==> src/rtl/dc1_xbit_wrsched_pkg.sv <==
// Shared types for the dc1 extra-bit write scheduler: update payload,
// insert FSM states and row-key/bank-span helpers used by conflict detection.
package dc1_pkg;

    localparam int XB_ROW_W  = 5;
    localparam int XB_ADDR_W = XB_ROW_W + 5;

    typedef struct packed {
        logic [XB_ADDR_W-1:0] addrE;
        logic [XB_ADDR_W-1:0] addrO;
        logic                 odd;
        logic [1:0]           pbit;
        logic                 d128;
    } xbit_upd_t;

    typedef enum logic [1:0] {
        IDLE  = 2'd0,
        DRAIN = 2'd1,
        ISSUE = 2'd2,
        HOLD  = 2'd3
    } ins_state_t;

    // Row key: target bank parity plus the row bits of that bank's address.
    function automatic logic [XB_ROW_W:0] rowKey(input xbit_upd_t u);
        logic [XB_ADDR_W-1:0] a;
        a = u.odd ? u.addrO : u.addrE;
        return {u.odd, a[XB_ROW_W+3:4]};
    endfunction

    // A 128-bit update at the last bit slot of a row also touches the opposite bank.
    function automatic logic spansBank(input xbit_upd_t u);
        logic [XB_ADDR_W-1:0] a;
        a = u.odd ? u.addrO : u.addrE;
        return u.d128 && (a[3:0] == 4'hf);
    endfunction

endpackage

==> src/rtl/dc1_xbit_wrsched_if.sv <==
// Bus between the store/fill pipelines (master) and the write scheduler (slave).
// With DC1_XBIT_SCHED_STATS_EN defined the statistics counters are carried too.
interface dc1_xbit_wrsched_if #(parameter int ADDR_WIDTH = 5);

    localparam int AW = ADDR_WIDTH + 5;

    logic          upd0_valid, upd0_ready, upd0_odd, upd0_d128;
    logic [AW-1:0] upd0_addrE, upd0_addrO;
    logic [1:0]    upd0_pbit;
    logic          upd1_valid, upd1_ready, upd1_odd, upd1_d128;
    logic [AW-1:0] upd1_addrE, upd1_addrO;
    logic [1:0]    upd1_pbit;
    logic          ins_valid, ins_ready;
    logic [AW-1:0] ins_addrE, ins_addrO;
    logic [1:0]    ins_bank;
    logic [15:0]   ins_data;
    logic          write0_clkEn, write0_odd, write0_d128;
    logic [AW-1:0] write0_addrE, write0_addrO;
    logic [1:0]    write0_pbit;
    logic          write1_clkEn, write1_odd, write1_d128;
    logic [AW-1:0] write1_addrE, write1_addrO;
    logic [1:0]    write1_pbit;
    logic [1:0]    write_ins;
    logic [15:0]   write_data;
    logic          busy;
`ifdef DC1_XBIT_SCHED_STATS_EN
    logic [15:0]   stat_conflict, stat_ins;
`endif

    modport master (
        output upd0_valid, upd0_addrE, upd0_addrO, upd0_odd, upd0_pbit, upd0_d128,
        output upd1_valid, upd1_addrE, upd1_addrO, upd1_odd, upd1_pbit, upd1_d128,
        output ins_valid, ins_addrE, ins_addrO, ins_bank, ins_data,
        input  upd0_ready, upd1_ready, ins_ready,
        input  write0_clkEn, write0_addrE, write0_addrO, write0_odd, write0_pbit, write0_d128,
        input  write1_clkEn, write1_addrE, write1_addrO, write1_odd, write1_pbit, write1_d128,
        input  write_ins, write_data, busy
`ifdef DC1_XBIT_SCHED_STATS_EN
        , input stat_conflict, stat_ins
`endif
    );

    modport slave (
        input  upd0_valid, upd0_addrE, upd0_addrO, upd0_odd, upd0_pbit, upd0_d128,
        input  upd1_valid, upd1_addrE, upd1_addrO, upd1_odd, upd1_pbit, upd1_d128,
        input  ins_valid, ins_addrE, ins_addrO, ins_bank, ins_data,
        output upd0_ready, upd1_ready, ins_ready,
        output write0_clkEn, write0_addrE, write0_addrO, write0_odd, write0_pbit, write0_d128,
        output write1_clkEn, write1_addrE, write1_addrO, write1_odd, write1_pbit, write1_d128,
        output write_ins, write_data, busy
`ifdef DC1_XBIT_SCHED_STATS_EN
        , output stat_conflict, stat_ins
`endif
    );

endinterface

==> src/rtl/dc1_xbit_wrsched_fifo.sv <==
// In-order update FIFO with occupancy count. The head entry is read directly
// from storage so an entry pushed at one edge is visible at the head next cycle.
module dc1_xbit_wrsched_fifo
    import dc1_pkg::*;
#(
    parameter int FIFO_DEPTH = 4
) (
    input  logic                      clk,
    input  logic                      rst,
    input  logic                      push,
    input  xbit_upd_t                 pushData,
    input  logic                      pop,
    output logic                      headValid,
    output xbit_upd_t                 head,
    output logic [$clog2(FIFO_DEPTH):0] countNext
);

    localparam int PW = $clog2(FIFO_DEPTH);
    localparam int CW = PW + 1;

    xbit_upd_t     mem [FIFO_DEPTH];
    logic [PW-1:0] wrPtr, rdPtr;
    logic [CW-1:0] count;
    logic          doPush, doPop;

    assign doPush    = push && (count < CW'(FIFO_DEPTH));
    assign doPop     = pop && headValid;
    assign headValid = (count != '0);
    assign head      = mem[rdPtr];
    assign countNext = count + CW'(doPush) - CW'(doPop);

    // Pointers and occupancy; pointers wrap naturally since depth is a power of two.
    always_ff @(posedge clk) begin
        if (rst) begin
            wrPtr <= '0;
            rdPtr <= '0;
            count <= '0;
        end else begin
            if (doPush) wrPtr <= wrPtr + PW'(1);
            if (doPop)  rdPtr <= rdPtr + PW'(1);
            count <= countNext;
        end
    end

    // Entry storage; occupancy alone defines validity, so data is never cleared.
    always_ff @(posedge clk) begin
        if (doPush) mem[wrPtr] <= pushData;
    end

endmodule

==> src/rtl/dc1_xbit_wrsched.sv <==
// dc1_xbit write scheduler: two update FIFOs feeding array ports 0/1 with
// same-row ordering via a round-robin pointer, plus a 4-state insert sequence
// that keeps both update ports idle around write_ins.
// Optional statistics counters: define DC1_XBIT_SCHED_STATS_EN.
module dc1_xbit_wrsched
    import dc1_pkg::*;
#(
    parameter int ADDR_WIDTH = XB_ROW_W,
    parameter int FIFO_DEPTH = 4
) (
    input  logic              clk,
    input  logic              rst,
    dc1_xbit_wrsched_if.slave bus
);

    localparam int CW = $clog2(FIFO_DEPTH) + 1;

    xbit_upd_t       push0Data, push1Data, head0, head1;
    logic            head0Valid, head1Valid, push0, push1;
    logic [CW-1:0]   count0Next, count1Next;
    ins_state_t      state, stateNext;
    logic            rr, rrNext;
    logic            canIssue, conflict, issue0, issue1, insAccept;
    logic [1:0]              insBank_p0;
    logic [15:0]             insData_p0;
    logic [ADDR_WIDTH+4:0]   insAddrE_p0, insAddrO_p0;

    assign push0Data = '{addrE: bus.upd0_addrE, addrO: bus.upd0_addrO, odd: bus.upd0_odd,
                         pbit: bus.upd0_pbit, d128: bus.upd0_d128};
    assign push1Data = '{addrE: bus.upd1_addrE, addrO: bus.upd1_addrO, odd: bus.upd1_odd,
                         pbit: bus.upd1_pbit, d128: bus.upd1_d128};
    assign push0 = bus.upd0_valid && bus.upd0_ready;
    assign push1 = bus.upd1_valid && bus.upd1_ready;

    dc1_xbit_wrsched_fifo #(.FIFO_DEPTH(FIFO_DEPTH)) fifo0 (
        .clk(clk), .rst(rst), .push(push0), .pushData(push0Data), .pop(issue0),
        .headValid(head0Valid), .head(head0), .countNext(count0Next)
    );

    dc1_xbit_wrsched_fifo #(.FIFO_DEPTH(FIFO_DEPTH)) fifo1 (
        .clk(clk), .rst(rst), .push(push1), .pushData(push1Data), .pop(issue1),
        .headValid(head1Valid), .head(head1), .countNext(count1Next)
    );

    // Insert sequencing and the per-cycle update issue decision.
    always_comb begin
        stateNext = state;
        insAccept = 1'b0;
        canIssue  = 1'b0;
        case (state)
            IDLE: begin
                if (bus.ins_valid) begin
                    insAccept = 1'b1;
                    stateNext = DRAIN;
                end else begin
                    canIssue = 1'b1;
                end
            end
            DRAIN:   stateNext = ISSUE;
            ISSUE:   stateNext = HOLD;
            HOLD:    stateNext = IDLE;
            default: stateNext = IDLE;
        endcase
        conflict = head0Valid && head1Valid &&
                   ((rowKey(head0) == rowKey(head1)) || spansBank(head0) || spansBank(head1));
        issue0 = canIssue && head0Valid && (!conflict || !rr);
        issue1 = canIssue && head1Valid && (!conflict || rr);
        rrNext = rr ^ (canIssue && conflict);
    end

    // FSM state, round-robin pointer and captured insert payload.
    always_ff @(posedge clk) begin
        if (rst) begin
            state <= IDLE;
            rr    <= 1'b0;
        end else begin
            state <= stateNext;
            rr    <= rrNext;
        end
        if (insAccept) begin
            insBank_p0  <= bus.ins_bank;
            insData_p0  <= bus.ins_data;
            insAddrE_p0 <= bus.ins_addrE;
            insAddrO_p0 <= bus.ins_addrO;
        end
    end

    // Registered array drive; only clkEn/write_ins are qualified, other fields hold.
    always_ff @(posedge clk) begin
        if (rst) begin
            bus.upd0_ready   <= 1'b1;
            bus.upd1_ready   <= 1'b1;
            bus.ins_ready    <= 1'b0;
            bus.busy         <= 1'b0;
            bus.write0_clkEn <= 1'b0;
            bus.write0_addrE <= '0;
            bus.write0_addrO <= '0;
            bus.write0_odd   <= 1'b0;
            bus.write0_pbit  <= '0;
            bus.write0_d128  <= 1'b0;
            bus.write1_clkEn <= 1'b0;
            bus.write1_addrE <= '0;
            bus.write1_addrO <= '0;
            bus.write1_odd   <= 1'b0;
            bus.write1_pbit  <= '0;
            bus.write1_d128  <= 1'b0;
            bus.write_ins    <= '0;
            bus.write_data   <= '0;
        end else begin
            bus.upd0_ready   <= count0Next < CW'(FIFO_DEPTH);
            bus.upd1_ready   <= count1Next < CW'(FIFO_DEPTH);
            bus.ins_ready    <= insAccept;
            bus.busy         <= (count0Next != '0) || (count1Next != '0) || (stateNext != IDLE);
            bus.write0_clkEn <= issue0;
            bus.write1_clkEn <= issue1;
            bus.write_ins    <= (state == ISSUE) ? insBank_p0 : 2'b00;
            if (issue0) begin
                bus.write0_addrE <= head0.addrE;
                bus.write0_addrO <= head0.addrO;
                bus.write0_odd   <= head0.odd;
                bus.write0_pbit  <= head0.pbit;
                bus.write0_d128  <= head0.d128;
            end
            if (state == ISSUE) begin
                bus.write0_addrE <= insAddrE_p0;
                bus.write0_addrO <= insAddrO_p0;
                bus.write_data   <= insData_p0;
            end
            if (issue1) begin
                bus.write1_addrE <= head1.addrE;
                bus.write1_addrO <= head1.addrO;
                bus.write1_odd   <= head1.odd;
                bus.write1_pbit  <= head1.pbit;
                bus.write1_d128  <= head1.d128;
            end
        end
    end

`ifdef DC1_XBIT_SCHED_STATS_EN
    // Saturating counts of conflict-stall cycles and accepted inserts.
    always_ff @(posedge clk) begin
        if (rst) begin
            bus.stat_conflict <= '0;
            bus.stat_ins      <= '0;
        end else begin
            if (canIssue && conflict && (bus.stat_conflict != 16'hffff))
                bus.stat_conflict <= bus.stat_conflict + 16'd1;
            if (insAccept && (bus.stat_ins != 16'hffff))
                bus.stat_ins <= bus.stat_ins + 16'd1;
        end
    end
`endif

endmodule

==> src/flat_wrapper.sv <==
// flat-port wrapper written by rule: the top's interface ports become plain ports
module dc1_xbit_wrsched_flat import dc1_pkg::*;
#(
    parameter int ADDR_WIDTH = XB_ROW_W,
    parameter int FIFO_DEPTH = 4
)
  (clk, rst, bus_upd0_valid, bus_upd0_addrE, bus_upd0_addrO, bus_upd0_odd, bus_upd0_pbit, bus_upd0_d128, bus_upd1_valid, bus_upd1_addrE, bus_upd1_addrO, bus_upd1_odd, bus_upd1_pbit, bus_upd1_d128, bus_ins_valid, bus_ins_addrE, bus_ins_addrO, bus_ins_bank, bus_ins_data, bus_upd0_ready, bus_upd1_ready, bus_ins_ready, bus_write0_clkEn, bus_write0_addrE, bus_write0_addrO, bus_write0_odd, bus_write0_pbit, bus_write0_d128, bus_write1_clkEn, bus_write1_addrE, bus_write1_addrO, bus_write1_odd, bus_write1_pbit, bus_write1_d128, bus_write_ins, bus_write_data, bus_busy);
  dc1_xbit_wrsched_if #(.ADDR_WIDTH(ADDR_WIDTH)) bus_i ();
  input  logic clk;
  input  logic rst;
  input wire logic [$bits(bus_i.upd0_valid)-1:0] bus_upd0_valid;
  input wire logic [$bits(bus_i.upd0_addrE)-1:0] bus_upd0_addrE;
  input wire logic [$bits(bus_i.upd0_addrO)-1:0] bus_upd0_addrO;
  input wire logic [$bits(bus_i.upd0_odd)-1:0] bus_upd0_odd;
  input wire logic [$bits(bus_i.upd0_pbit)-1:0] bus_upd0_pbit;
  input wire logic [$bits(bus_i.upd0_d128)-1:0] bus_upd0_d128;
  input wire logic [$bits(bus_i.upd1_valid)-1:0] bus_upd1_valid;
  input wire logic [$bits(bus_i.upd1_addrE)-1:0] bus_upd1_addrE;
  input wire logic [$bits(bus_i.upd1_addrO)-1:0] bus_upd1_addrO;
  input wire logic [$bits(bus_i.upd1_odd)-1:0] bus_upd1_odd;
  input wire logic [$bits(bus_i.upd1_pbit)-1:0] bus_upd1_pbit;
  input wire logic [$bits(bus_i.upd1_d128)-1:0] bus_upd1_d128;
  input wire logic [$bits(bus_i.ins_valid)-1:0] bus_ins_valid;
  input wire logic [$bits(bus_i.ins_addrE)-1:0] bus_ins_addrE;
  input wire logic [$bits(bus_i.ins_addrO)-1:0] bus_ins_addrO;
  input wire logic [$bits(bus_i.ins_bank)-1:0] bus_ins_bank;
  input wire logic [$bits(bus_i.ins_data)-1:0] bus_ins_data;
  output wire logic [$bits(bus_i.upd0_ready)-1:0] bus_upd0_ready;
  output wire logic [$bits(bus_i.upd1_ready)-1:0] bus_upd1_ready;
  output wire logic [$bits(bus_i.ins_ready)-1:0] bus_ins_ready;
  output wire logic [$bits(bus_i.write0_clkEn)-1:0] bus_write0_clkEn;
  output wire logic [$bits(bus_i.write0_addrE)-1:0] bus_write0_addrE;
  output wire logic [$bits(bus_i.write0_addrO)-1:0] bus_write0_addrO;
  output wire logic [$bits(bus_i.write0_odd)-1:0] bus_write0_odd;
  output wire logic [$bits(bus_i.write0_pbit)-1:0] bus_write0_pbit;
  output wire logic [$bits(bus_i.write0_d128)-1:0] bus_write0_d128;
  output wire logic [$bits(bus_i.write1_clkEn)-1:0] bus_write1_clkEn;
  output wire logic [$bits(bus_i.write1_addrE)-1:0] bus_write1_addrE;
  output wire logic [$bits(bus_i.write1_addrO)-1:0] bus_write1_addrO;
  output wire logic [$bits(bus_i.write1_odd)-1:0] bus_write1_odd;
  output wire logic [$bits(bus_i.write1_pbit)-1:0] bus_write1_pbit;
  output wire logic [$bits(bus_i.write1_d128)-1:0] bus_write1_d128;
  output wire logic [$bits(bus_i.write_ins)-1:0] bus_write_ins;
  output wire logic [$bits(bus_i.write_data)-1:0] bus_write_data;
  output wire logic [$bits(bus_i.busy)-1:0] bus_busy;
  assign bus_i.upd0_valid = bus_upd0_valid;
  assign bus_i.upd0_addrE = bus_upd0_addrE;
  assign bus_i.upd0_addrO = bus_upd0_addrO;
  assign bus_i.upd0_odd = bus_upd0_odd;
  assign bus_i.upd0_pbit = bus_upd0_pbit;
  assign bus_i.upd0_d128 = bus_upd0_d128;
  assign bus_i.upd1_valid = bus_upd1_valid;
  assign bus_i.upd1_addrE = bus_upd1_addrE;
  assign bus_i.upd1_addrO = bus_upd1_addrO;
  assign bus_i.upd1_odd = bus_upd1_odd;
  assign bus_i.upd1_pbit = bus_upd1_pbit;
  assign bus_i.upd1_d128 = bus_upd1_d128;
  assign bus_i.ins_valid = bus_ins_valid;
  assign bus_i.ins_addrE = bus_ins_addrE;
  assign bus_i.ins_addrO = bus_ins_addrO;
  assign bus_i.ins_bank = bus_ins_bank;
  assign bus_i.ins_data = bus_ins_data;
  assign bus_upd0_ready = bus_i.upd0_ready;
  assign bus_upd1_ready = bus_i.upd1_ready;
  assign bus_ins_ready = bus_i.ins_ready;
  assign bus_write0_clkEn = bus_i.write0_clkEn;
  assign bus_write0_addrE = bus_i.write0_addrE;
  assign bus_write0_addrO = bus_i.write0_addrO;
  assign bus_write0_odd = bus_i.write0_odd;
  assign bus_write0_pbit = bus_i.write0_pbit;
  assign bus_write0_d128 = bus_i.write0_d128;
  assign bus_write1_clkEn = bus_i.write1_clkEn;
  assign bus_write1_addrE = bus_i.write1_addrE;
  assign bus_write1_addrO = bus_i.write1_addrO;
  assign bus_write1_odd = bus_i.write1_odd;
  assign bus_write1_pbit = bus_i.write1_pbit;
  assign bus_write1_d128 = bus_i.write1_d128;
  assign bus_write_ins = bus_i.write_ins;
  assign bus_write_data = bus_i.write_data;
  assign bus_busy = bus_i.busy;
  dc1_xbit_wrsched #(.ADDR_WIDTH(ADDR_WIDTH), .FIFO_DEPTH(FIFO_DEPTH)) u_core (.clk(clk), .rst(rst), .bus(bus_i));
endmodule
==> config.mk <==
export PLATFORM = sky130hd
export DESIGN_NAME = dc1_xbit_wrsched_flat
export DESIGN_NICKNAME = d
export VERILOG_FILES = /design/src/rtl/dc1_xbit_wrsched_pkg.sv /design/src/rtl/dc1_xbit_wrsched_if.sv /design/src/rtl/dc1_xbit_wrsched_fifo.sv /design/src/rtl/dc1_xbit_wrsched.sv /design/src/flat_wrapper.sv
export SDC_FILE = /design/constraint.sdc
export NUM_CORES = 1
export LEC_CHECK = 0
export ABC_CLOCK_PERIOD_IN_PS = 11840
export CORE_MARGIN = 2
export CORE_UTILIZATION = 59
export DETAILED_ROUTE_END_ITERATION = 8
export PLACE_DENSITY = 0.86
export SLEW_MARGIN = 20
export SYNTH_ARGS = -nofsm -noshare
export SYNTH_HDL_FRONTEND = slang
export SYNTH_HIERARCHICAL = 1
export SYNTH_SLANG_ARGS = --single-unit
==> constraint.sdc <==
create_clock -name clk -period 11.84 [get_ports clk]
set_input_delay 2.368 -clock clk [delete_from_list [all_inputs] [get_ports clk]]
set_output_delay 2.368 -clock clk [all_outputs]
set_load 0.02 [all_outputs]
# Word-level counts from Yosys, hierarchy flattened
# Memory sizes are Yosys's and may differ from the RTL's. A register that Yosys moved wholly into a read port is not among the register bits.
# Index checks and enable logic that the tools add are counted.
# totals
output_inout_bits,72
regBits,127
elab_cells,103
n_memories,2
ram_bits,192
latch_bits,0
input_bits,91
mem_bits_ro,0
# mem_list
memory,words,width,rd,rd_clocked_by_memory_dff,wr,line,source
u_core.fifo0.mem,4,24,1,1,1,dc1_xbit_wrsched_fifo.sv:21,xbit_upd_t mem [FIFO_DEPTH];
u_core.fifo1.mem,4,24,1,1,1,dc1_xbit_wrsched_fifo.sv:21,
# op_classes
n_eq_ne,6
n_mux,20
n_reduce_logical,31
n_lt_le_gt_ge,4
bitwise,2
shift,0
n_addsub,8
multipliers,0
n_div,0
# ops
cell,n
two-way mux 10 bit,4
two-way mux 9 bit,2
logical AND 1 bit,15
"less-than comparator 3 bit, second input constant",4
nonzero test 3 bit,4
two-way mux 2 bit,5
"adder 2 x 1 -> 2 bit, second input constant",4
"== test 4 bit, second input constant",2
two-way mux 1 bit,8
one-hot mux 2 bit (4 select lines),1
adder 3 x 1 -> 3 bit,2
== test 6 bit,1
logical OR 1 bit,6
subtractor 3 x 1 -> 3 bit,2
"== test 2 bit, second input constant",2
nonzero test 2 bit,2
"== test 2 x 1 -> 1 bit, second input constant",1
zero test 1 bit,2
zero test 2 bit,1
OR reduction 2 bit,1
inverter 1 bit,1
XOR 1 bit,1

# Longest topological paths before layout
# depth
word_depth,14
depth_mapped,19
depth_no_buf,15

# Hierarchy
# Netlist, hierarchy kept.
# by_module_without_submodules
module,n_inst,cells_each,seq_area_each_um2,area_each_um2
dc1_xbit_wrsched_fifo,2,171,3062.9,3951.3
dc1_xbit_wrsched,1,413,2642.5,4543.1

# Least setup slack after synthesis
# Ideal clock, no wire load.
# synth_path
kind,input port to flip-flop
from,input port bus_ins_valid
to,register u_core.bus.busy
path_stages,12
setup_slack_ps,6842
arrival_ps,4868
setup_ps,131
t_required_ps,11709
cell_sequence,nor2b_1 -> o211ai_1 -> buf_2 -> nor2_1 -> o31a_1 -> ha_1 -> inv_1 -> ha_1 -> fa_1 -> or4_1 -> nor4_1 -> o21bai_1
# synth_between
elab_chain_len,9
word_cells_on_any_way,17
# synth_lines
element,line,source
from (decl),flat_wrapper.sv:23,input wire logic [$bits(bus_i.ins_valid)-1:0] bus_ins_valid;
two-way mux 1 bit,dc1_xbit_wrsched.sv:52,if (bus.ins_valid) begin
two-way mux 1 bit,dc1_xbit_wrsched.sv:50,case (state)
logical AND 1 bit (2 in a row),dc1_xbit_wrsched.sv:67,issue1 = canIssue && head1Valid && (!conflict || rr);
via u_core.issue1,dc1_xbit_wrsched.sv:23,"logic canIssue, conflict, issue0, issue1, insAccept;"
logical AND 1 bit,dc1_xbit_wrsched_fifo.sv:27,assign doPop = pop && headValid;
via u_core.fifo1.doPop,dc1_xbit_wrsched_fifo.sv:24,"logic doPush, doPop;"
subtractor 3 x 1 -> 3 bit,dc1_xbit_wrsched_fifo.sv:30,assign countNext = count + CW'(doPush) - CW'(doPop);
via u_core.count1Next[1],dc1_xbit_wrsched.sv:20,"logic [CW-1:0] count0Next, count1Next;"
nonzero test 3 bit,dc1_xbit_wrsched.sv:113,bus.busy <= (count0Next != '0) || (count1Next != '0) || (stateNext != IDLE);
logical OR 1 bit (2 in a row),dc1_xbit_wrsched.sv:113,
to (signal assigned),dc1_xbit_wrsched.sv:113,
to (decl),dc1_xbit_wrsched_if.sv:50,"output write_ins, write_data, busy"
# The timed path passes the listed nets, and every way through them passes these cells.
# A chain may end at the register's enable or synchronous reset.

==> impl_metrics.py <==
metrics = {
    "die": {
        "die_y_um": 149,
        "coreArea_sq_mm": 0.0209,
        "start_util_pct": 59.6,
        "rows": 53,
        "io_pins": 163,
        "die_w_um": 149,
        "dieArea_sq_mm": 0.0223,
    },
    "logic_synthesis": {
        "synthArstFlopShare_pct": 0,
        "ys_ff_latch": 323,
        "synth_fp_nets": 862,
        "ys_types": 50,
        "synth_area_leader_cell": "edfxtp_1",
        "synth_ff_type": "edfxtp_1",
        "synth_top_area_share_pct": 55.5,
        "netlist_instances": 755,
        "avgSynthCellArea_sq_um": 16.5,
        "synth_area_leaders": "edfxtp_1, dfxtp_1, mux4_2",
        "syn_area_sq_mm": 0.0124,
        "synth_edf_count": 230,
        "yosysSeqAreaShare_pct": 70.5,
        "synth_warnings": 6,
    },
    "clock_network": {
        "cts_setup_buffers": 0,
        "worstSkewPairLatency_ns": 0.54,
        "path_clk_slew_ns": 0.06,
        "cts-hold-fix-buffers": 0,
        "cts-resized-gates": 0,
        "cts.path.max_buffers": 3,
        "cts_buffers": 31,
        "cts_tree": "built",
        "htree_levels": 1,
        "cts_root_buf": "clkbuf_16",
        "numClockSinks": 323,
    },
    "sta": {
        "setup_viol_count_final": 0,
        "setup_tns_ns": 0,
        "hold_violations": 0,
        "finClkSkew_ns": 0.0155,
        "worst_slew_pin_slew_ns": 1.12,
        "drv_slew": 0,
        "max_freq_mhz": 175,
        "slew_headroom_pct": 25.1,
        "rsz0062_at_grt": "no",
        "post-route-min-period_ns": 5.72,
        "fin_crit_sh_pct": 48.3,
    },
    "worst_setup_path": {
        "r2r-end": "u_core/bus.busy",
        "crit_fanout": 26,
        "critPathLaunchType": "flop",
        "critPathArrivalTime_ns": 6.10,
        "r2r_cells": 15,
        "ff2ff_setup_slack_ns": 6.12,
        "critPathKind": "reg2reg",
        "cp.required_ns": 12.22,
        "cp-end-kind": "flop",
    },
    "layout": {
        "fill_cells": 1241,
        "drive_gt1_share_pct": 12.7,
        "nets": 1022,
        "area_growth_pct": 21.5,
    },
    "global_route": {
        "track_usage_pct": 24.0,
        "grt_first_pass_wirelength_um": 40900,
        "overflow": 0,
        "grt_antenna_before_repair": 1,
        "grt_max_degree": 93,
        "grt_pass1_vias": 7382,
    },
    "power": {
        "peakVddDrop_mv": 0.132,
        "cellLeakagePower_nw": 5.04,
        "power_mw": 3.34,
        "power.density_mw_per_mm2": 221,
    },
    "worst_hold_path": {
        "min_path_cells": 2,
        "hold_start": "u_core/bus.write0_odd",
        "hold_class": "reg2reg",
        "hold_end": "u_core/bus.write0_odd",
    },
    "placed_design": {
        "routabilityCongestion": 0.833,
        "placement.io_buffers": 162,
        "hpwlAfterDp_um": 16800,
    },
    "run_status": {
        "outcome": "complete, no violations",
    },
    "routing": {
        "viasPerCell": 5.99,
        "firstDrtPassIters": 5,
        "drc": 0,
        "wl_per_cell_um": 22.1,
        "antenna_left": 0,
        "vias": 7287,
        "routed_wl_um": 26900,
        "drtIter0Drc": 743,
    },
    "run": {
        "maxCapViolations": 0,
    },
}
## metal layers
metal | vias up | GRT usage (%) | wire length, um
met5 | - | 0 | 0
li1 | 3230 | - | -
met2 | 385 | 39.2 | 13000
met3 | 70 | 4.65 | 2480
met4 | 0 | 7.81 | 796
met1 | 3602 | 33.0 | 10600
## how the worst max path moves through the flow
| stage | startpoint | to | slack, ns |
|---|---|---|---|
| 2_1_floorplan | bus_ins_valid | u_core/bus.busy | 6.84 |
| 3_3_place_gp | bus_ins_valid | u_core/bus.busy | 6.15 |
| 3_5_place_dp | bus_ins_valid | u_core/bus.busy | 5.95 |
| 4_1_cts | flop | u_core/bus.busy | 6.09 |
| 5_1_grt | flop | u_core/bus.busy | 5.71 |
| 6_report | flop | u_core/bus.busy | 6.12 |
## per-stage QoR
step / hold WS, ns / cells / cell area, sq um / setup WS, ns / util (%)
final: 0.473 / 1216 / 15100 / 6.12 / 72.4
after global routing: 0.502 / 1215 / 15100 / 5.71 / 72.4
after CTS: 0.475 / 1214 / 15100 / 6.09 / 72.4
after detailed placement: 0.466 / 1157 / 14200 / 5.95 / 68.0
after global placement: 0.461 / 1157 / 14200 / 6.15 / 68.0
after floorplan: 0.454 / 755 / 12400 / 6.84 / -
## critical path: stages, from the launching register on
cell      delay, ns
dfxtp_1        0.84
buf_4          0.42
mux4_2         0.71
mux2i_1        0.26
xnor2_1        0.17
nand3_2        0.21
nor3_4         0.80
nor2_1         0.18
o31a_1         0.19
ha_1           0.28
inv_1          0.04
ha_1           0.20
fa_1           0.47
or4_1          0.51
nor4_1         0.20
o21bai_1       0.08
## sequential cells by signal, indices dropped and copies added (netlist names), 16 cells and up, named ones only
name and flops:
u_core/fifo1/mem 96, u_core/fifo0/mem 96, u_core/bus.write_data 16, u_core/insData_p0 16
## cell usage after synthesis (4+ instances only)
cell and count:
a31oi_1 20, a21oi_1 28, nand2_1 6, mux4_2 40, mux4_1 8, buf_2 10, nor2b_1 12, and2_1 12
ha_1 14, o21ai_1 17, inv_1 34, nand3_1 28, clkbuf_1 24, edfxtp_1 230, mux2i_1 26, a221oi_2 14
nor2_1 32, o21ai_0 31, a221oi_1 6, dfxtp_1 93, buf_12 4, xnor2_1 13, buf_6 7
## final cells by class
cell class	instances	area (sq um)	share of cell area (%)
antenna	2	5.00	0.0331
clock buffer	50	887	5.86
clock inverter	7	38.8	0.256
inverter	34	128	0.844
multi-input combinational	349	3230	21.4
sequential	323	8770	58.0
tap	275	344	2.27
timing repair buffer	176	1720	11.4
## placed cells by master (no fill, tap or decap), types with 17 or more instances in the layout
master           instances
clkbuf_16               31
clkdlybuf4s50_1        161
inv_1                   34
a31oi_1                 20
a21oi_1                 28
mux4_2                  40
o21ai_0                 31
nand3_1                 28
nor2_1                  32
edfxtp_1               230
mux2i_1                 26
dfxtp_1                 93
o21ai_1                 17
## cell families (layout without fill, tap and decap cells)
kind of cell,Yosys count,count (layout),share of synthesized area (%)
buf+inv,83,267,3.61
mux,75,75,11.1
simple gates,111,111,4.71
compound gates,131,131,7.27
fa+ha+maj,16,16,1.73
flops,323,323,70.5
other cells,0,2,0
xor+xnor,16,16,1.13
## power by group
part	switching [mW]	internal [mW]
logic	0.535	0.397
registers	0.0912	1.42
clock network	0.389	0.509
(Power assumes the default switching activity.)
